[src/rtl/idm_pkg.sv]
// Shared types and helpers for the unified instruction/data memory controller.
package idm_pkg;

  typedef enum logic [1:0] {
    IDLE = 2'd0,
    WAIT = 2'd1,
    RESP = 2'd2
  } state_t;

  function automatic int bytes_of(input int data_w);
    return data_w / 8;
  endfunction

  // The last byte address is computed one bit wider than any address so it can never wrap.
  function automatic logic out_of_range(input logic [31:0] addr, input int nbytes, input int depth);
    logic [32:0] last;
    last = {1'b0, addr} + 33'(nbytes) - 33'd1;
    return (last >= 33'(depth));
  endfunction

endpackage

[src/rtl/instr_data_mem_ctrl_if.sv]
// Request/response bus between the CPU control FSM (master) and the memory controller (slave).
interface instr_data_mem_ctrl_if
  import idm_pkg::*;
#(
  parameter int ADDR_W = 8,
  parameter int DATA_W = 16
) ();
  localparam int BYTES = bytes_of(DATA_W);

  logic              req;
  logic              we;
  logic [ADDR_W-1:0] addr;
  logic [DATA_W-1:0] wdata;
  logic [BYTES-1:0]  be;
  logic [DATA_W-1:0] rdata;
  logic              ready;
  logic              err;
  logic              busy;

  modport master (output req, we, addr, wdata, be, input rdata, ready, err, busy);
  modport slave  (input req, we, addr, wdata, be, output rdata, ready, err, busy);
endinterface

[src/rtl/idm_byte_array.sv]
// DEPTH x 8 byte storage with one write lane and one combinational read lane per word byte.
// Contents are deliberately not reset.
module idm_byte_array #(
  parameter int ADDR_W = 8,
  parameter int DEPTH  = 64,
  parameter int BYTES  = 2
) (
  input  logic                 clk,
  input  logic [ADDR_W-1:0]    i_addr,
  input  logic [BYTES-1:0]     i_we,
  input  logic [8*BYTES-1:0]   i_wdata,
  output logic [8*BYTES-1:0]   o_rdata
);
  localparam int IDX_W = (DEPTH > 1) ? $clog2(DEPTH) : 1;

  logic [7:0]        r_mem [DEPTH];
  logic [ADDR_W:0]   w_idx [BYTES];
  logic [IDX_W-1:0]  w_sel [BYTES];
  logic [BYTES-1:0]  w_ok;

  for (genvar g = 0; g < BYTES; g++) begin : g_lane
    assign w_idx[g] = {1'b0, i_addr} + (ADDR_W+1)'(g);
    assign w_sel[g] = w_idx[g][IDX_W-1:0];
    assign w_ok[g]  = (w_idx[g] < (ADDR_W+1)'(DEPTH));
    assign o_rdata[8*g +: 8] = w_ok[g] ? r_mem[w_sel[g]] : 8'h00;
  end

  always_ff @(posedge clk) begin
    for (int i = 0; i < BYTES; i++) begin
      if (i_we[i] && w_ok[i]) begin
        r_mem[w_sel[i]] <= i_wdata[8*i +: 8];
      end
    end
  end
endmodule

[src/rtl/instr_data_mem_ctrl.sv]
// Handshaked byte-addressed memory controller with programmable wait states and range errors.
// Optional build macro MISALIGN_TRAP_EN turns unaligned accesses into errors.
module instr_data_mem_ctrl
  import idm_pkg::*;
#(
  parameter int ADDR_W      = 8,
  parameter int DATA_W      = 16,
  parameter int DEPTH       = 64,
  parameter int WAIT_CYCLES = 1
) (
  input  logic                  clk,
  input  logic                  reset,
  instr_data_mem_ctrl_if.slave  bus
);
  localparam int BYTES = bytes_of(DATA_W);
  localparam int CNT_W = (WAIT_CYCLES < 1) ? 1 : $clog2(WAIT_CYCLES + 1);

  state_t            r_state, w_next;
  logic [CNT_W-1:0]  r_cnt, w_cnt_next;
  logic [ADDR_W-1:0] r_addr;
  logic              r_we, r_bad;
  logic [DATA_W-1:0] r_wdata, r_rdata;
  logic [BYTES-1:0]  r_be, w_we_lane;
  logic              r_ready, r_err, r_busy;
  logic              w_accept, w_bad_in, w_bad_now;
  logic [DATA_W-1:0] w_rd;

  always_comb begin
    w_bad_in = out_of_range(32'(bus.addr), BYTES, DEPTH);
`ifdef MISALIGN_TRAP_EN
    w_bad_in = w_bad_in | ((32'(bus.addr) % 32'(BYTES)) != 32'd0);
`endif
  end

  always_comb begin
    w_next     = r_state;
    w_cnt_next = r_cnt;
    case (r_state)
      IDLE: begin
        if (bus.req) begin
          w_cnt_next = CNT_W'(WAIT_CYCLES);
          w_next     = (WAIT_CYCLES == 0) ? RESP : WAIT;
        end else begin
          w_next = IDLE;
        end
      end
      WAIT: begin
        if (r_cnt <= CNT_W'(1)) begin
          w_next     = RESP;
          w_cnt_next = '0;
        end else begin
          w_cnt_next = r_cnt - CNT_W'(1);
        end
      end
      RESP:    w_next = IDLE;
      default: w_next = IDLE;
    endcase
  end

  assign w_accept  = (r_state == IDLE) && bus.req;
  // With zero wait states the error must be known on the acceptance edge itself.
  assign w_bad_now = (r_state == IDLE) ? w_bad_in : r_bad;
  assign w_we_lane = (r_state == RESP && r_we && !r_bad) ? r_be : '0;

  always_ff @(posedge clk) begin
    if (reset) begin
      r_state <= IDLE;
      r_cnt   <= '0;
      r_addr  <= '0;
      r_we    <= 1'b0;
      r_wdata <= '0;
      r_be    <= '0;
      r_bad   <= 1'b0;
      r_rdata <= '0;
      r_ready <= 1'b0;
      r_err   <= 1'b0;
      r_busy  <= 1'b0;
    end else begin
      r_state <= w_next;
      r_cnt   <= w_cnt_next;
      if (w_accept) begin
        r_addr  <= bus.addr;
        r_we    <= bus.we;
        r_wdata <= bus.wdata;
        r_be    <= bus.be;
        r_bad   <= w_bad_in;
      end
      r_ready <= (w_next == RESP);
      r_err   <= (w_next == RESP) && w_bad_now;
      r_busy  <= (w_next != IDLE);
      if (r_state == RESP && !r_we && !r_bad) begin
        r_rdata <= w_rd;
      end
    end
  end

  idm_byte_array #(
    .ADDR_W (ADDR_W),
    .DEPTH  (DEPTH),
    .BYTES  (BYTES)
  ) u_arr (
    .clk     (clk),
    .i_addr  (r_addr),
    .i_we    (w_we_lane),
    .i_wdata (r_wdata),
    .o_rdata (w_rd)
  );

  assign bus.rdata = r_rdata;
  assign bus.ready = r_ready;
  assign bus.err   = r_err;
  assign bus.busy  = r_busy;
endmodule

[src/flat_wrapper.sv]
// flat-port wrapper written by rule: the top's interface ports become plain ports
module instr_data_mem_ctrl_flat import idm_pkg::*;
#(
  parameter int ADDR_W      = 8,
  parameter int DATA_W      = 16,
  parameter int DEPTH       = 64,
  parameter int WAIT_CYCLES = 1
)
  (clk, reset, bus_req, bus_we, bus_addr, bus_wdata, bus_be, bus_rdata, bus_ready, bus_err, bus_busy);
  instr_data_mem_ctrl_if #(.ADDR_W(ADDR_W), .DATA_W(DATA_W)) bus_i ();
  input  logic clk;
  input  logic reset;
  input wire logic [$bits(bus_i.req)-1:0] bus_req;
  input wire logic [$bits(bus_i.we)-1:0] bus_we;
  input wire logic [$bits(bus_i.addr)-1:0] bus_addr;
  input wire logic [$bits(bus_i.wdata)-1:0] bus_wdata;
  input wire logic [$bits(bus_i.be)-1:0] bus_be;
  output wire logic [$bits(bus_i.rdata)-1:0] bus_rdata;
  output wire logic [$bits(bus_i.ready)-1:0] bus_ready;
  output wire logic [$bits(bus_i.err)-1:0] bus_err;
  output wire logic [$bits(bus_i.busy)-1:0] bus_busy;
  assign bus_i.req = bus_req;
  assign bus_i.we = bus_we;
  assign bus_i.addr = bus_addr;
  assign bus_i.wdata = bus_wdata;
  assign bus_i.be = bus_be;
  assign bus_rdata = bus_i.rdata;
  assign bus_ready = bus_i.ready;
  assign bus_err = bus_i.err;
  assign bus_busy = bus_i.busy;
  instr_data_mem_ctrl #(.ADDR_W(ADDR_W), .DATA_W(DATA_W), .DEPTH(DEPTH), .WAIT_CYCLES(WAIT_CYCLES)) u_core (.clk(clk), .reset(reset), .bus(bus_i));
endmodule
[config.mk]
export PLATFORM = sky130hd
export DESIGN_NAME = instr_data_mem_ctrl_flat
export DESIGN_NICKNAME = d
export VERILOG_FILES = /design/src/rtl/idm_pkg.sv /design/src/rtl/instr_data_mem_ctrl_if.sv /design/src/rtl/idm_byte_array.sv /design/src/rtl/instr_data_mem_ctrl.sv /design/src/flat_wrapper.sv
export SDC_FILE = /design/constraint.sdc
export NUM_CORES = 1
export LEC_CHECK = 0
export BUFFER_PORTS_ARGS = -buffer_cell sky130_fd_sc_hd__buf_2
export CORE_MARGIN = 2
export CORE_UTILIZATION = 55
export DETAILED_ROUTE_END_ITERATION = 8
export GPL_TIMING_DRIVEN = 1
export PLACE_DENSITY = 0.76
export SLEW_MARGIN = 20
export SYNTH_ARGS = -nofsm -noshare
export SYNTH_HDL_FRONTEND = slang
export SYNTH_SLANG_ARGS = --single-unit
[constraint.sdc]
create_clock -name clk -period 6.8 [get_ports clk]
set_input_delay 1.02 -clock clk [delete_from_list [all_inputs] [get_ports clk]]
set_output_delay 1.02 -clock clk [all_outputs]
set_load 0.02 [all_outputs]
==> reports/qor.csv, run 1 <==
metric,value,unit
outcome,"finished, final reports clean",
gr-total-overflow,0,
path_delay_family,simple AND/OR/NAND/NOR gates,
max_stage_delay,810,ps
synth_common_cells,"mux2_2 (515), edfxtp_1 (512), mux4_2 (180)",
max-vdd-ir-drop,0.210,mV
yosysMostFrequentCell,mux2_2,
worstPathRequired,7050,ps
cts-resized-gates,0,
grt_max_degree,126,
detail_route.wirelength,115000,µm
synth.area.top_cells,"edfxtp_1 (46%), mux2_2 (17%), mux4_2 (12%)",
powerDensity,232,nW/µm²
grt_use_total,36.3,%
startpoint_type,flip-flop,
numCtsBuffers,58,
drv_cap,0,
gp_congestion,0.952,
finalCritPeriodShare,71.2,%
cts_htree_levels,2,
crit_chain,"ha_4, buf_4, nand2b_1, nor2_4, nand2_1, o21ai_0",
wire_per_inst,36.1,µm
grt_pass1_vias,23345,
ant_nets,0,
combPwrFrac,11.1,%
path_buf_inv,1,
clk_path_buf_depth,3,
die-area,63200,µm²
grt_pass1_wl,166000,µm
cp.arrival,5090,ps
hold_viol,0,
crit_slowest_cell,nor2_4,
reg2reg_depth,6,
timing.final.crit_period,4840,ps
final_layout_size_suffix_gt1_share,39.7,%
postCtsSetupBuffers,0,
synth.avg_cell_area,13.6,µm²
drv_slew,0,
cts_tree,done,
drt_iter0_drc,4138,
core,60500,µm²
clkPwrFrac,41.3,%
setup_violations,0,
fin_tns_setup,0,ps
pwr-share-seq,47.6,%
holdBufCountCts,0,
synth_seq_area_share,48.9,%
vias_per_cell,7.66,
dp_hpwl,70700,µm
vias,24470,
slew_headroom,17.1,%
syn2layout_area_growth,7.87,%
synth_edf_count,512,
io_buffers,48,
yosysTopAreaCellShare,45.7,%
fmax,206,MHz
initial_core_util,55.7,%
clk_pin_slew,60,ps
clk_latency,660,ps
first_pass_iters,7,
skew,32.6,ps
cts_sinks,567,
synth_top_area_cell,edfxtp_1,
cts_root_buf,clkbuf_16,
cp.depth,6,
synth_area,33700,µm²
yosys_warnings,0,
cp-end-kind,flip-flop,
rows,90,
synthFlopType,edfxtp_1,
swShare,25.8,%
drc_errors,0,
intPower,6.26,mW
synthCells,2479,
dieWidth,251,µm
ys_ff_latch,567,
finalPower,8.44,mW
synth.distinct_cells,80,
syn_nets,2512,
antenna_found_initial,3,
worstHoldPathCells,2,
min-delay-path-class,reg2reg,
final_nets,2394,
rsz0062_at_grt,no,
critPathKind,reg2reg,
p_sw,2.18,mW
leakagePower,12.0,nW
die_y,251,µm
worst_pin_slew,1240,ps
critical_path.max_fanout,46,
io_pins,49,
synth-async-reset-ratio,0,%
-- stage by stage --
step                area, µm²  cells  hold slack, ps  worst slack, ps  util, %
global route            36300   3192             483             1820     60.0
finish                  36300   3196             464             1960     60.1
global placement        34200   3082             444             2410     56.6
floorplan               33700   2479             432             3950        -
CTS                     36300   3192             470             2160     60.0
detailed placement      34200   3083             456             2170     56.6
-- flip-flops by register name, indices dropped and copies added, names as in the netlist, named ones only --
name                flops
u_core.bus.busy         1
u_core.r_be             2
u_core.r_we             1
u_core.r_wdata         16
u_core.r_bad            1
u_core.r_addr           8
u_core.r_state          2
u_core.bus.ready        1
u_core.u_arr.r_mem    512
u_core.bus.err          1
u_core.bus.rdata       16
-- power by group through the flow --
stage	sequential (mW)	combinational, mW	clock, mW
after global routing	4.01	0.972	3.61
after detailed placement	4.08	0.901	0
final	4.02	0.939	3.48
after floorplan	3.90	0.734	0
after CTS	4.00	0.904	3.48
after global placement	4.08	0.880	0
-- worst register-to-register path: stages, from the launching register on --
cell,delay (ps)
dfxtp_1,710
ha_4,630
buf_4,600
nand2b_1,740
nor2_4,810
nand2_1,430
o21ai_0,530
-- layout by cell type (no fill, tap or decap), types with 17 or more instances in the layout --
master,instances
mux4_2,180
nor3_1,70
a22oi_1,26
mux2i_1,115
nor2b_1,20
and2_1,17
a21oi_1,66
clkbuf_16,59
o22ai_1,26
mux2_1,20
edfxtp_1,512
o21bai_1,19
nor2_1,46
o21ai_0,64
o21ai_1,24
buf_4,41
nand3_1,29
nand2_1,159
buf_2,48
dfxtp_1,34
dfxtp_4,19
mux2_2,515
-- layer usage --
metal | up-vias | track usage (%) | share of wire (%)
met4 | 2 | 17.5 | 5.9
li1 | 9599 | - | -
met2 | 2221 | 52.7 | 43
met1 | 12235 | 49.1 | 36
met5 | - | 0 | 0.011
met3 | 413 | 12.3 | 15
-- final timing paths --
path                                                   to  slack (ps)                 from
worst max-delay path            u_core.u_arr.r_mem[23][2]        1960     u_core.r_addr[1]
worst min-delay path                  u_core.bus.rdata[5]         460  u_core.bus.rdata[5]
worst max register to register  u_core.u_arr.r_mem[23][2]        1960     u_core.r_addr[1]
worst min register to register        u_core.bus.rdata[5]         460  u_core.bus.rdata[5]
-- cell type report --
cell class	count	area [µm²]
fill	4558	24100
timing repair buffer	92	608
antenna	4	10.0
multi-input combinational	1637	16100
tap	782	978
sequential	567	16500
clock buffer	78	1640
inverter	5	18.8
clock inverter	31	408
-- cells by family (layout without fill, tap and decap cells) --
family	after synthesis	count (layout)	synth area share (%)
flip-flops	567	567	48.9
XOR/XNOR	7	7	0.204
AO/OA/AOI/OAI	350	350	6.97
buffers and inverters	275	206	3.47
adder cells (fa/ha/maj)	3	3	0.111
multiplexers	830	830	33.3
AND/OR/NAND/NOR	447	447	6.96
other	0	4	0
No activity file was read; power rests on OpenSTA's default activity.
==> inputs of run 2 (changes only) <==
--- a/config.mk
+++ b/config.mk
@@ -10,7 +10,7 @@
 export CORE_UTILIZATION = 55
 export DETAILED_ROUTE_END_ITERATION = 8
 export GPL_TIMING_DRIVEN = 1
-export PLACE_DENSITY = 0.76
+export PLACE_DENSITY = 0.79
 export SLEW_MARGIN = 20
 export SYNTH_ARGS = -nofsm -noshare
 export SYNTH_HDL_FRONTEND = slang
==> constraint.sdc (replaced) <==
create_clock -name clk -period 4 [get_ports clk]
set_input_delay 0.6 -clock clk [delete_from_list [all_inputs] [get_ports clk]]
set_output_delay 0.6 -clock clk [all_outputs]
set_load 0.02 [all_outputs]
==> reports/qor.csv, run 2 (synthesized netlist as in run 1, its figures left out) <==
metric,value,unit
grt_pass1_vias,24022,
vias_per_cell,7.64,
nFillCells,4416,
postCtsSetupBuffers,0,
setup_violations,0,
startpoint_type,flip-flop,
fin_tns_setup,0,ps
grt_max_degree,92,
post-route-util,61.3,%
r2r-start,u_core.r_addr[3],
clk_path_buf_depth,3,
final_layout_size_suffix_gt1_share,41.6,%
crit_slowest_cell,o22ai_1,
fmax,267,MHz
core,60500,µm²
min-delay-path-class,in2reg,
path_buf_inv,0,
path_delay_family,compound AO/OA/AOI/OAI gates,
wire_per_inst,36.0,µm
drc_errors,0,
outcome,"finished, final reports clean",
drv_cap,0,
cts_tree,done,
timing.final.crit_period,3750,ps
multi_input_area,16100,µm²
dieWidth,251,µm
vias,25184,
cp-startpoint,u_core.r_addr[3],
max_stage_delay,870,ps
rows,90,
clk_latency,640,ps
worstPathRequired,4250,ps
holdBufCountCts,0,
max-vdd-ir-drop,0.353,mV
grt_pass1_wl,171000,µm
rsz0062_at_grt,no,
register_area,16500,µm²
critPathKind,reg2reg,
critical_path.max_fanout,13,
antenna_found_initial,7,
cts_sinks,567,
clk_pin_slew,60,ps
ant_nets,0,
detail_route.wirelength,118000,µm
grt_use_total,37.2,%
die_y,251,µm
drv_slew,0,
gp_congestion,1.03,
cts_htree_levels,2,
largest_register_ff_count,512,
io_pins,49,
cts_root_buf,clkbuf_16,
gr-total-overflow,0,
final_nets,2493,
first_pass_iters,8,
cp-end-kind,flip-flop,
dp_hpwl,76200,µm
crit_chain,"nor2_1, nand2_1, o22ai_1, and2_1, o21bai_1",
slew_headroom,18.6,%
final_common_cell,mux2_2,
powerDensity,388,nW/µm²
drt_iter0_drc,4874,
finalCritPeriodShare,93.7,%
cp.arrival,4000,ps
skew,16.7,ps
initial_core_util,55.7,%
min_from,bus_wdata[15],
hold_viol,0,
syn2layout_area_growth,10.0,%
die-area,63200,µm²
cts-resized-gates,0,
final_cell_mix,"mux2_2 (515), edfxtp_1 (512), mux4_2 (180)",
worst_pin_slew,1210,ps
numCtsBuffers,59,
leakagePower,12.5,nW
io_buffers,48,
==> run 2: cell types whose count changed in the layout (fill, tap and decap cells not counted), sizes merged <==
cell	delta
inv	-6
clkbuf	-11
clkinv	+15
diode	-1
buf	+98
bufinv	+1
clkinvlp	+3
==> run 2: metal layers <==
metal | up-vias | wire (µm) | part of all wire (%) | global-route usage [%]
li1 | 9787 | - | - | -
met1 | 12438 | 41200 | 35 | 49.6
met2 | 2494 | 51400 | 43 | 54.5
met3 | 457 | 18300 | 15 | 12.1
met4 | 8 | 7500 | 6.3 | 19.3
met5 | - | 95 | 0.080 | 0.772
==> run 2: area by class of cell <==
type	instances	share of cell area [%]
Inverter	5	0.0506
Sequential cell	567	44.6
Antenna cell	3	0.0203
Timing Repair Buffer	190	3.86
Tap cell	782	2.64
Clock inverter	44	1.27
Multi-Input combinational cell	1637	43.4
Clock buffer	67	4.18
==> run 2: path summary, 6_finish.rpt <==
kind,slack (ps),endpoint,cells past startpoint
hold / removal,190,u_core.r_wdata[15],3
setup / recovery,250,u_core.u_arr.r_mem[33][2],5
hold reg to reg,470,u_core.bus.rdata[2],2
setup reg to reg,250,u_core.u_arr.r_mem[33][2],5
==> run 2: stage by stage <==
stage | hold WS, ps | std cells | power (mW) | area, µm² | setup slack [ps]
4_1_cts | 181 | 3292 | 14.3 | 37000 | 414
5_1_grt | 200 | 3292 | 14.6 | 37000 | 255
3_5_place_dp | 463 | 3181 | 8.52 | 35000 | 431
3_3_place_gp | 444 | 3180 | 8.48 | 35000 | 412
2_1_floorplan | 432 | 2479 | 7.89 | 33700 | 1150
6_report | 194 | 3295 | 14.4 | 37100 | 251
==> run 2: power by group <==
group | internal, mW | switching [mW]
clock network | 3.41 | 2.46
logic | 0.731 | 1.02
registers | 6.49 | 0.257
total | 10.6 | 3.73
==> run 2: worst register-to-register path, stage by stage (launching register included) <==
cell and delay [ps]:
dfxtp_1 500, nor2_1 450, nand2_1 340, o22ai_1 870, and2_1 630, o21bai_1 570
